### config.mk
export PLATFORM = sky130hd
export DESIGN_NAME = uart
export DESIGN_NICKNAME = d
export VERILOG_FILES = /design/src/rtl/uart.sv
export SDC_FILE = /design/constraint.sdc
export NUM_CORES = 1
export LEC_CHECK = 0
export BUFFER_PORTS_ARGS = -buffer_cell sky130_fd_sc_hd__buf_2
export CAP_MARGIN = 10
export CORE_MARGIN = 2
export CORE_UTILIZATION = 55
export DETAILED_ROUTE_END_ITERATION = 16
export PLACE_DENSITY = 0.72
export SLEW_MARGIN = 40
export SYNTH_ARGS = -nofsm -noshare
export SYNTH_HDL_FRONTEND = slang
export SYNTH_SLANG_ARGS = --single-unit
export TNS_END_PERCENT = 30
### constraint.sdc
create_clock -name i_clk -period 2.77 [get_ports i_clk]
set_input_delay 0.1385 -clock i_clk [delete_from_list [all_inputs] [get_ports i_clk]]
set_output_delay 0.1385 -clock i_clk [all_outputs]
set_load 0.02 [all_outputs]
### src/rtl/uart.sv
// uart -- oversampled serial receiver and transmitter, each buffered by a
// small first-word-fall-through FIFO. One baud tick every DVSR+1 clocks;
// 16 ticks per data bit, SB_TICK ticks in the stop bit.
//
// Ports
//   i_clk       single clock, rising edge
//   i_reset     synchronous, active high
//   i_rd_uart   pop one word from the RX FIFO
//   i_wr_uart   push i_wr_data into the TX FIFO
//   i_rx        serial receive line (idle high)
//   i_wr_data   word to transmit
//   o_tx_full   TX FIFO full
//   o_rx_empty  RX FIFO empty
//   o_tx        serial transmit line (registered)
//   o_rd_data   head word of the RX FIFO (valid while o_rx_empty==0)

// Circular buffer, 2^AW words, registered flags, head word shown combinationally.
module uart_fifo #(
  parameter int W  = 8,
  parameter int AW = 2
) (
  input  logic         clk,
  input  logic         reset,
  input  logic         rd,
  input  logic         wr,
  input  logic [W-1:0] wdata,
  output logic [W-1:0] rdata,
  output logic         empty,
  output logic         full
);
  logic [W-1:0]  mem [2**AW];
  logic [AW-1:0] wp, rp, wp_succ, rp_succ;
  logic          we, re;

  // A write into a full FIFO is allowed only when the head leaves on the same edge.
  assign we      = wr & (~full | rd);
  assign re      = rd & ~empty;
  assign wp_succ = wp + AW'(1);
  assign rp_succ = rp + AW'(1);
  assign rdata   = mem[rp];

  always_ff @(posedge clk)
    if (we) mem[wp] <= wdata;

  always_ff @(posedge clk) begin
    if (reset) begin
      wp    <= '0;
      rp    <= '0;
      empty <= 1'b1;
      full  <= 1'b0;
    end else begin
      if (we) wp <= wp_succ;
      if (re) rp <= rp_succ;
      // Simultaneous push and pop leaves the occupancy, and so both flags, unchanged.
      if (we & ~re) begin
        empty <= 1'b0;
        full  <= (wp_succ == rp);
      end else if (re & ~we) begin
        full  <= 1'b0;
        empty <= (rp_succ == wp);
      end
    end
  end
endmodule

module uart #(
  parameter int DBIT     = 8,
  parameter int SB_TICK  = 16,
  parameter int DVSR     = 162,
  parameter int DVSR_BIT = 8,
  parameter int FIFO_W   = 2
) (
  input  logic            i_clk,
  input  logic            i_reset,
  input  logic            i_rd_uart,
  input  logic            i_wr_uart,
  input  logic            i_rx,
  input  logic [DBIT-1:0] i_wr_data,
  output logic            o_tx_full,
  output logic            o_rx_empty,
  output logic            o_tx,
  output logic [DBIT-1:0] o_rd_data
);
  // Tick counter is 4 bits unless the stop period needs more.
  localparam int SW = ($clog2(SB_TICK) > 4) ? $clog2(SB_TICK) : 4;
  localparam int NW = (DBIT > 1) ? $clog2(DBIT) : 1;

  typedef enum logic [1:0] {IDLE, START, DATA, STOP} state_t;

  // ---------------- baud generator ----------------
  logic [DVSR_BIT-1:0] cnt;
  logic                tick;
  assign tick = (cnt == DVSR_BIT'(DVSR));

  always_ff @(posedge i_clk)
    if (i_reset || tick) cnt <= '0;
    else                 cnt <= cnt + DVSR_BIT'(1);

  // ---------------- receiver ----------------
  state_t          rx_state, rx_state_nx;
  logic [SW-1:0]   rx_s, rx_s_nx;
  logic [NW-1:0]   rx_n, rx_n_nx;
  logic [DBIT-1:0] rx_b, rx_b_nx;
  logic            rx_done;

  always_ff @(posedge i_clk) begin
    if (i_reset) begin
      rx_state <= IDLE;
      rx_s     <= '0;
      rx_n     <= '0;
      rx_b     <= '0;
    end else begin
      rx_state <= rx_state_nx;
      rx_s     <= rx_s_nx;
      rx_n     <= rx_n_nx;
      rx_b     <= rx_b_nx;
    end
  end

  always_comb begin
    rx_state_nx = rx_state;
    rx_s_nx     = rx_s;
    rx_n_nx     = rx_n;
    rx_b_nx     = rx_b;
    case (rx_state)
      IDLE:
        if (!i_rx) begin
          rx_state_nx = START;
          rx_s_nx     = '0;
        end
      // Half a bit in, so data samples land mid-bit.
      START:
        if (tick) begin
          if (rx_s == SW'(7)) begin
            rx_state_nx = DATA;
            rx_s_nx     = '0;
            rx_n_nx     = '0;
          end else rx_s_nx = rx_s + SW'(1);
        end
      DATA:
        if (tick) begin
          if (rx_s == SW'(15)) begin
            rx_s_nx = '0;
            rx_b_nx = {i_rx, rx_b[DBIT-1:1]};
            if (rx_n == NW'(DBIT-1)) rx_state_nx = STOP;
            else                     rx_n_nx     = rx_n + NW'(1);
          end else rx_s_nx = rx_s + SW'(1);
        end
      STOP:
        if (tick) begin
          if (rx_s == SW'(SB_TICK-1)) rx_state_nx = IDLE;
          else                        rx_s_nx     = rx_s + SW'(1);
        end
      default: rx_state_nx = IDLE;
    endcase
  end

  always_comb begin
    rx_done = (rx_state == STOP) && tick && (rx_s == SW'(SB_TICK-1));
  end

  // ---------------- transmitter ----------------
  state_t          tx_state, tx_state_nx;
  logic [SW-1:0]   tx_s, tx_s_nx;
  logic [NW-1:0]   tx_n, tx_n_nx;
  logic [DBIT-1:0] tx_b, tx_b_nx;
  logic            tx_done, tx_bit;
  logic            tx_empty;
  logic [DBIT-1:0] tx_head;

  always_ff @(posedge i_clk) begin
    if (i_reset) begin
      tx_state <= IDLE;
      tx_s     <= '0;
      tx_n     <= '0;
      tx_b     <= '0;
      o_tx     <= 1'b1;
    end else begin
      tx_state <= tx_state_nx;
      tx_s     <= tx_s_nx;
      tx_n     <= tx_n_nx;
      tx_b     <= tx_b_nx;
      o_tx     <= tx_bit;
    end
  end

  always_comb begin
    tx_state_nx = tx_state;
    tx_s_nx     = tx_s;
    tx_n_nx     = tx_n;
    tx_b_nx     = tx_b;
    case (tx_state)
      IDLE:
        if (!tx_empty) begin
          tx_state_nx = START;
          tx_s_nx     = '0;
          tx_b_nx     = tx_head;
        end
      START:
        if (tick) begin
          if (tx_s == SW'(15)) begin
            tx_state_nx = DATA;
            tx_s_nx     = '0;
            tx_n_nx     = '0;
          end else tx_s_nx = tx_s + SW'(1);
        end
      DATA:
        if (tick) begin
          if (tx_s == SW'(15)) begin
            tx_s_nx = '0;
            tx_b_nx = tx_b >> 1;
            if (tx_n == NW'(DBIT-1)) tx_state_nx = STOP;
            else                     tx_n_nx     = tx_n + NW'(1);
          end else tx_s_nx = tx_s + SW'(1);
        end
      STOP:
        if (tick) begin
          if (tx_s == SW'(SB_TICK-1)) tx_state_nx = IDLE;
          else                        tx_s_nx     = tx_s + SW'(1);
        end
      default: tx_state_nx = IDLE;
    endcase
  end

  always_comb begin
    tx_done = (tx_state == STOP) && tick && (tx_s == SW'(SB_TICK-1));
    case (tx_state)
      START:   tx_bit = 1'b0;
      DATA:    tx_bit = tx_b[0];
      default: tx_bit = 1'b1;
    endcase
  end

  // ---------------- FIFOs ----------------
  uart_fifo #(.W(DBIT), .AW(FIFO_W)) rx_fifo (
    .clk(i_clk), .reset(i_reset), .rd(i_rd_uart), .wr(rx_done),
    .wdata(rx_b_nx), .rdata(o_rd_data), .empty(o_rx_empty), .full()
  );

  // The word in flight stays in the TX FIFO until its stop bit ends.
  uart_fifo #(.W(DBIT), .AW(FIFO_W)) tx_fifo (
    .clk(i_clk), .reset(i_reset), .rd(tx_done), .wr(i_wr_uart),
    .wdata(i_wr_data), .rdata(tx_head), .empty(tx_empty), .full(o_tx_full)
  );
endmodule

==> results of run 1 <==
==> worst max-delay path, delay by kind of cell, from the launching register on <==
kind	cells	cell delay [ps]
AO/OA/AOI/OAI	1	650
adder cells (fa/ha/maj)	1	190
flip-flops	1	410
AND/OR/NAND/NOR	2	840
==> per-layer routing <==
layer,routed length [um],up-vias,global-route usage
li1,-,1705,-
met2,4990,74,0.324
met3,356,0,0.0464
met5,0,-,0
met1,4760,1677,0.273
met4,0,0,0.0695
==> sequential cells by signal, summed over array words and instances (netlist names), named ones only <==
signal / count
rx_fifo.full: 1
rx_fifo.wp: 2
tx_fifo.full: 1
rx_s: 4
o_tx: 1
rx_b: 8
tx_s: 4
rx_state: 2
rx_fifo.mem: 32
tx_fifo.empty: 1
tx_state: 2
rx_fifo.empty: 1
cnt: 8
rx_fifo.rp: 2
tx_n: 3
tx_b: 8
tx_fifo.mem: 32
tx_fifo.wp: 2
tx_fifo.rp: 2
rx_n: 3
==> path summary, 6_finish.rpt <==
kind,startpoint,endpoint,cells after the start
worst max-delay path,cnt[1],rx_fifo.mem[2][5],4
worst min-delay path,i_rx,rx_fifo.mem[3][7],2
worst max register to register,cnt[1],rx_fifo.mem[2][5],4
worst min register to register,rx_n[0],rx_n[0],2
==> power by group through the flow <==
stage	Clock [W]	Sequential, W	Combinational, W
after floorplan	0	0.00213	0.000617
after global placement	0	0.00214	0.000759
after detailed placement	0	0.00214	0.000777
after CTS	0.00234	0.00211	0.000791
after global routing	0.00243	0.00213	0.000889
final	0.00231	0.00211	0.000798
==> logic make-up (layout without fill, tap and decap cells) <==
logic type	after synthesis	in the layout	synth area share
simple gates	125	125	0.128
flops	123	123	0.561
compound gates	66	66	0.0835
mux	41	41	0.112
buf+inv	38	87	0.0278
fa+ha+maj	27	27	0.0611
xor+xnor	16	16	0.0254
==> stage by stage <==
stage                util  hold WS, ps  cell area, um2
floorplan               -          237            5530
global placement    0.588          361            5750
detailed placement  0.589          370            5750
CTS                 0.662         65.6            6470
global route        0.662         81.4            6470
finish              0.662         59.0            6470
==> layout make-up <==
| type | instances | area [um2] |
|---|---|---|
| Multi-Input combinational cell | 275 | 2270 |
| Sequential cell | 123 | 3100 |
| Tap cell | 133 | 166 |
| Timing Repair Buffer | 35 | 228 |
| Clock inverter | 15 | 209 |
| Inverter | 20 | 75.1 |
| Clock buffer | 17 | 414 |
| Fill cell | 719 | 3310 |
==> layout by cell type (no fill, tap or decap), drive strengths merged, types with 11 or more instances in the layout <==
master	Yosys	layout
dfxtp	59	59
o21ai	11	11
mux4	16	16
and2	17	17
nand2	20	20
mux2i	17	17
nand3	14	14
inv	19	25
nor2	27	27
buf	7	26
clkbuf	11	17
a21oi	22	22
ha	27	27
edfxtp	64	64
==> flow_summary.yaml, run 1 <==
run_status:
  status: "completed"
yosys:
  synth_area_leader_cell: "edfxtp_1"
  synth_commonest_cells: "edfxtp_1, dfxtp_1, ha_1, nor2_1, a21oi_1"
  yosys.area.top_type_share: 0.348
  syn_nets: 476
  synth_flop_cell: "edfxtp_1"
  synth_edf_count: 64
  syn_area_um2: 5530
  synth_area_leaders: "edfxtp_1, dfxtp_1, mux4_2"
  synth.most_common_cell: "edfxtp_1"
  yosys_warnings: 0
  ys_types: 60
  synth_cells: 436
  syn_area_per_cell_um2: 12.7
  synthArstFlopShare: 0
  yosysSeqAreaShare: 0.561
  synth_seq_cells: 123
place:
  dp_slack_ps: 335
  port_buffers: 23
  place_congestion: 0.827
  dpl.cell_count: 577
  hpwl_mm: 6.87
cells_and_area:
  area_delta_synth_final_pct: 17.0
  instances_no_fill: 618
  n_antenna_cell: 0
  drive_above_1_share: 0.179
  nets: 512
worst_setup_path:
  reg2reg_slack_ps: 340
  critPathMaxStageDelay_ps: 650
  slowest_stage: "a2111oi_4"
  arrival_ps: 2590
  cp_data_required_time_ps: 2930
  startpoint_type: "register"
  critPathKind: "register to register"
  path_cells: "ha_1 > nand4bb_1 > a2111oi_4 > and2_1"
  crit_fanout: 8
  cp-end-kind: "register"
power:
  power_frac_comb: 0.153
  seqPwrFrac: 0.404
  ir_worst_vdd_mv: 0.520
  finalPower_w: 0.00521
  power_density_nw_per_um2: 806
  p_leak_nw: 2.46
  clkPwrFrac: 0.443
  p_sw_w: 0.00138
  switching_share: 0.265
  p_int_w: 0.00383
clock_network:
  cts_setup_buffers: 0
  clk-insertion-delay-late_ps: 510
  cts_tree: "yes"
  clkTransAtPathRegs_ps: 60
  clk_path_buf_depth: 2
  cts_hold_buf: 9
  cts_made_buffers: 17
  clock-root-buffer: "clkbuf_8"
  h-tree-depth: 4
  clock_sinks: 123
  cts_resized: 0
sta:
  layout_min_cycle_time_ps: 2430
  fin_ws_ps: 341
  setup_violations: 0
  slew_headroom: 0.475
  fin_skew_ps: 12.1
  finalCritPeriodShare: 0.877
  timing_hold_violations_final: 0
  slew_violations: 0
  fmax_ghz: 0.412
  worstMarginPinSlew_ps: 767
  finalSetupTns_ps: 0
  rsz0062_at_grt: "no"
die:
  initial_core_util: 0.565
  core-area_um2: 9770
  rows: 36
  dieArea_um2: 10900
  die-width_um: 104
  die_y_um: 104
  boundaryPins: 24
routing:
  first_pass_iters: 4
  wirelength_mm: 10.1
  first_iter_violations: 225
  drcViolationCount: 0
  antenna_left: 0
  viasPerCell: 5.59
  wire_per_inst_um: 16.4
  num_vias: 3456
grt:
  track_usage: 0.202
  grt_pass1_wl_mm: 17.3
  grt_max_degree: 29
  grt_pass1_vias: 3483
  grt_overflow: 0
  antenna_found_initial: 0
hold_path:
  min-delay-path-class: "primary input to register"
flow_run:
  cap_viol_max_count: 0
No activity file was read; power rests on OpenSTA's default activity.
==> run 2, diff against run 1 <==
Settings changed: CELL_PAD_IN_SITES_DETAIL_PLACEMENT set to 1, CELL_PAD_IN_SITES_GLOBAL_PLACEMENT set to 2, CORE_UTILIZATION 55 to 43, PLACE_DENSITY 0.72 to 0.79.
==> flow_summary.yaml, run 2 (synthesized netlist as in run 1, its figures left out) <==
grt:
  antenna_found_initial: 0
  globalRouteMet1Util: 0.220
  grt_max_degree: 29
  grt.busiest_layer: "met2"
  track_usage: 0.179
  grt_pass1_vias: 3742
  met2_usage: 0.302
  grt_pass1_wl_mm: 19.2
  grtUsageMet3: 0.0467
  grt_overflow: 0
clock_network:
  clk-insertion-delay-late_ps: 420
  cts_made_buffers: 17
  clk_path_buf_depth: 2
  clock-root-buffer: "clkbuf_16"
  clkTransAtPathRegs_ps: 60
  h-tree-depth: 4
  cts_tree: "yes"
  clock_sinks: 123
  cts_resized: 0
power:
  finalPower_w: 0.00504
  p_sw_w: 0.00143
  p_leak_nw: 2.44
  switching_share: 0.283
  power_density_nw_per_um2: 779
  ir_worst_vdd_mv: 0.429
  seqPwrFrac: 0.418
  p_int_w: 0.00361
  power_frac_comb: 0.164
  clkPwrFrac: 0.418
die:
  initial_core_util: 0.440
  die_y_um: 117
  die-width_um: 117
  rows: 41
  boundaryPins: 24
  dieArea_um2: 13800
  core-area_um2: 12600
sta:
  slew_headroom: 0.604
  worstMarginPinSlew_ps: 592
  setup_violations: 0
  fmax_ghz: 0.429
  layout_min_cycle_time_ps: 2330
  rsz0062_at_grt: "no"
  timing_hold_violations_final: 0
  finalCritPeriodShare: 0.841
  fin_skew_ps: 9.17
  finalSetupTns_ps: 0
  slew_violations: 0
worst_setup_path:
  crit_end: "rx_fifo.mem[0][4]"
  reg2reg_depth: 5
  reg2reg_slack_ps: 440
  reg2reg_from: "cnt[0]"
  startpoint_type: "register"
  cp_data_required_time_ps: 2830
  crit_start: "cnt[0]"
  crit_fanout: 8
  critPathKind: "register to register"
  cp-end-kind: "register"
  r2r-end: "rx_fifo.mem[0][4]"
  arrival_ps: 2390
place:
  hpwl_mm: 7.94
  place_congestion: 0.734
  port_buffers: 23
cells_and_area:
  top_regs: "rx_fifo.mem: 32 flops, tx_fifo.mem: 32 flops"
  area_delta_synth_final_pct: 17.0
  final_cell_mix: "edfxtp_1, dfxtp_1, nor2_1, ha_1, buf_2"
  final_common_cell: "edfxtp_1"
  n_antenna_cell: 0
  drive_above_1_share: 0.185
  nets: 514
routing:
  num_vias: 3537
  wire_per_inst_um: 17.3
  antenna_left: 0
  drcViolationCount: 0
  wirelength_mm: 11.4
  first_iter_violations: 215
  viasPerCell: 5.37
  first_pass_iters: 4
flow_run:
  cap_viol_max_count: 0
run_status:
  status: "completed"
hold_path:
  min-delay-path-class: "primary input to register"
run 2: changes by cell type in the layout (fill, tap and decap cells not counted), sizes merged:
cell,before,now
dlygate4sd3,9,8
bufinv,4,1
clkbuf,17,18
buf,26,29
clkinvlp,2,3
inv,25,26
run 2: repair_timing:
item / in CTS / in global routing
setup buffers: 0 / 0
endpoints found under the hold margin: 32 / 0
hold buffers: 8 / 0
run 2: how the worst min path moves through the flow:
stage,startpoint,to,slack (ps),depth (start not counted)
after floorplan,i_wr_data[0],tx_fifo.mem[0][0],240,0
final,i_wr_uart,tx_fifo.wp[0],90,3
after global routing,i_wr_uart,tx_fifo.wp[0],110,3
after global placement,i_wr_data[5],tx_fifo.mem[2][5],350,1
after CTS,i_wr_uart,tx_fifo.wp[1],70,3
after detailed placement,i_wr_data[5],tx_fifo.mem[3][5],360,1
run 2: power groups by stage:
stage	logic [W]	registers [W]	clock network (W)
floorplan	0.000617	0.00213	0
detailed placement	0.000810	0.00214	0
CTS	0.000828	0.00211	0.00216
global route	0.000938	0.00212	0.00223
global placement	0.000800	0.00213	0
finish	0.000828	0.00210	0.00211
run 2: per-layer routing:
metal  wire length (um)  part of all wire  up-vias
li1                   -                 -     1710
met1               5180              0.45     1773
met2               5720              0.50       42
met3                319             0.028       12
met4                180             0.016        0
met5                  0                 0        -
run 2: worst max-delay path, cell delays in order, from the launching register on:
cell and delay (ps):
dfxtp_1 350, inv_1 70, ha_1 150, nand4bb_1 290
a2111oi_4 640, and2_1 460
run 2: through the flow:
stage / worst slack [ps] / util / cells / hold WS, ps / instance area, um2
6_report: 441 / 0.515 / 659 / 87.5 / 6470
5_1_grt: 321 / 0.515 / 659 / 111 / 6470
4_1_cts: 418 / 0.515 / 659 / 66.6 / 6470
3_5_place_dp: 426 / 0.463 / 619 / 363 / 5820
3_3_place_gp: 504 / 0.463 / 619 / 355 / 5820
2_1_floorplan: 695 / - / 436 / 237 / 5530
run 2: area by class of cell:
cell class | count | area [um2]
repair buffers | 37 | 240
multi-input cells | 275 | 2270
fillers | 1286 | 6100
clock inverters | 14 | 135
well taps | 172 | 215
inverters | 20 | 75.1
flip-flops and latches | 123 | 3100
clock buffers | 18 | 429
==> run 3, diff against run 2 <==
Settings changed: CORE_UTILIZATION 43 to 39, PLACE_DENSITY 0.79 to 0.76.
Clock period 2.77 ns to 2 ns, I/O delays scaled along.
==> flow_summary.yaml, run 3 (synthesized netlist as in run 1, its figures left out) <==
run_status:
  status: "completed"
routing:
  viasPerCell: 5.23
  first_iter_violations: 124
  drcViolationCount: 0
  first_pass_iters: 4
  antenna_left: 0
  wirelength_mm: 12.0
  wire_per_inst_um: 17.2
  num_vias: 3653
power:
  switching_share: 0.277
  p_leak_nw: 2.61
  p_int_w: 0.00506
  power_density_nw_per_um2: 1030
  ir_worst_vdd_mv: 0.500
  clkPwrFrac: 0.398
  seqPwrFrac: 0.419
  p_sw_w: 0.00194
  power_frac_comb: 0.184
clock_network:
  h-tree-depth: 4
  clk-insertion-delay-late_ps: 420
  clock_sinks: 123
  clkTransAtPathRegs_ps: 50
  cts_tree: "yes"
  clk_path_buf_depth: 2
  cts_made_buffers: 17
  clock-root-buffer: "clkbuf_16"
hold_path:
  holdPathStages: 3
  hold_end: "tx_fifo.wp[1]"
  worstHoldStart: "i_wr_uart"
  min-delay-path-class: "primary input to register"
grt:
  track_usage: 0.174
  grtUsageMet3: 0.0452
  globalRouteMet1Util: 0.221
  grt_pass1_vias: 3855
  antenna_found_initial: 0
  grt.busiest_layer: "met2"
  grt_pass1_wl_mm: 19.8
  grt_overflow: 0
  grt_max_degree: 25
  met2_usage: 0.285
sta:
  rsz0062_at_grt: "yes"
  slew_headroom: 0.639
  worstMarginPinSlew_ps: 541
  fmax_ghz: 0.514
  fin_skew_ps: 6.56
  finalSetupTns_ps: 0
  setup_violations: 0
  layout_min_cycle_time_ps: 1950
  timing_hold_violations_final: 0
  slew_violations: 0
  fin_hold_ws_ps: 43.9
  finalCritPeriodShare: 0.973
cells_and_area:
  fill_cells: 1440
  final_common_cell: "edfxtp_1"
  top_regs: "rx_fifo.mem: 32 flops, tx_fifo.mem: 32 flops"
  n_antenna_cell: 0
  nets: 546
  drive_above_1_share: 0.262
  area_delta_synth_final_pct: 23.2
  fin_util: 0.490
  final_cell_mix: "edfxtp_1, dfxtp_1, buf_4"
die:
  initial_core_util: 0.398
  boundaryPins: 24
  core-area_um2: 13900
  die-width_um: 123
  dieArea_um2: 15100
  die_y_um: 123
  rows: 43
worst_setup_path:
  cp_data_required_time_ps: 2130
  r2r-end: "tx_fifo.mem[0][7]"
  critPathKind: "register to register"
  arrival_ps: 2070
  reg2reg_depth: 6
  startpoint_type: "register"
  reg2reg_slack_ps: 50
  reg2reg_from: "cnt[4]"
  cp-end-kind: "register"
  crit_fanout: 8
place:
  hpwl_mm: 8.35
  place_congestion: 0.734
  port_buffers: 23
flow_run:
  cap_viol_max_count: 0
## run 3: area by class of cell
type / count / area, um2 / share of cell area
Clock buffer: 20 / 437 / 0.0641
Clock inverter: 12 / 101 / 0.0149
Inverter: 20 / 75.1 / 0.0110
Multi-Input combinational cell: 275 / 2330 / 0.342
Sequential cell: 123 / 3110 / 0.457
Tap cell: 180 / 225 / 0.0331
Timing Repair Buffer: 69 / 529 / 0.0777
## run 3: worst max path at each step
stage | from | end | slack (ps) | cells after the start
2_1_floorplan | cnt[4] | rx_fifo.full | 10 | 6
4_1_cts | cnt[4] | tx_fifo.mem[0][7] | 10 | 6
5_1_grt | cnt[0] | tx_fifo.rp[1] | -70 | 7
3_5_place_dp | cnt[4] | rx_fifo.mem[2][1] | -40 | 3
6_report | cnt[4] | tx_fifo.mem[0][7] | 50 | 6
3_3_place_gp | cnt[4] | rx_fifo.mem[2][0] | 20 | 3
## run 3: timing repair
| item | in CTS | in global routing |
|---|---|---|
| gates cloned | 0 | 0 |
| setup buffers | 0 | 1 |
| pin swaps | 0 | 2 |
| resized for setup | 2 | 18 |
| endpoints found under the hold margin | 32 | 0 |
| setup endpoints to repair | 10 | 116 |
| hold buffers | 8 | 0 |
## run 3: power groups by stage
stage / Sequential, W / Clock, W / Combinational [W]
after floorplan: 0.00295 / 0 / 0.000855
after global placement: 0.00296 / 0 / 0.00120
after detailed placement: 0.00297 / 0 / 0.00124
after CTS: 0.00292 / 0.00285 / 0.00126
after global routing: 0.00295 / 0.00297 / 0.00144
final: 0.00293 / 0.00278 / 0.00129
## run 3: metrics by stage
step / setup slack, ps / instances / power [W] / cell area, um2
3_5_place_dp: -36.4 / 658 / 0.00421 / 6110
2_1_floorplan: 12.4 / 436 / 0.00380 / 5540
4_1_cts: 12.6 / 698 / 0.00704 / 6730
6_report: 54.0 / 699 / 0.00699 / 6810
5_1_grt: -69.8 / 699 / 0.00735 / 6810
3_3_place_gp: 24.5 / 658 / 0.00416 / 6110
## run 3: metal layers
metal	share of wire	routed length [um]
met2	0.49	5940
met5	0	0
met1	0.46	5560
met3	0.027	322
met4	0.017	202
## run 3: worst max-delay path, cell delays in order (launching register included)
cell     delay, ps
dfxtp_2        320
or3b_4         410
buf_4          160
o31ai_2        250
buf_4          180
and3_1         190
buf_6          160
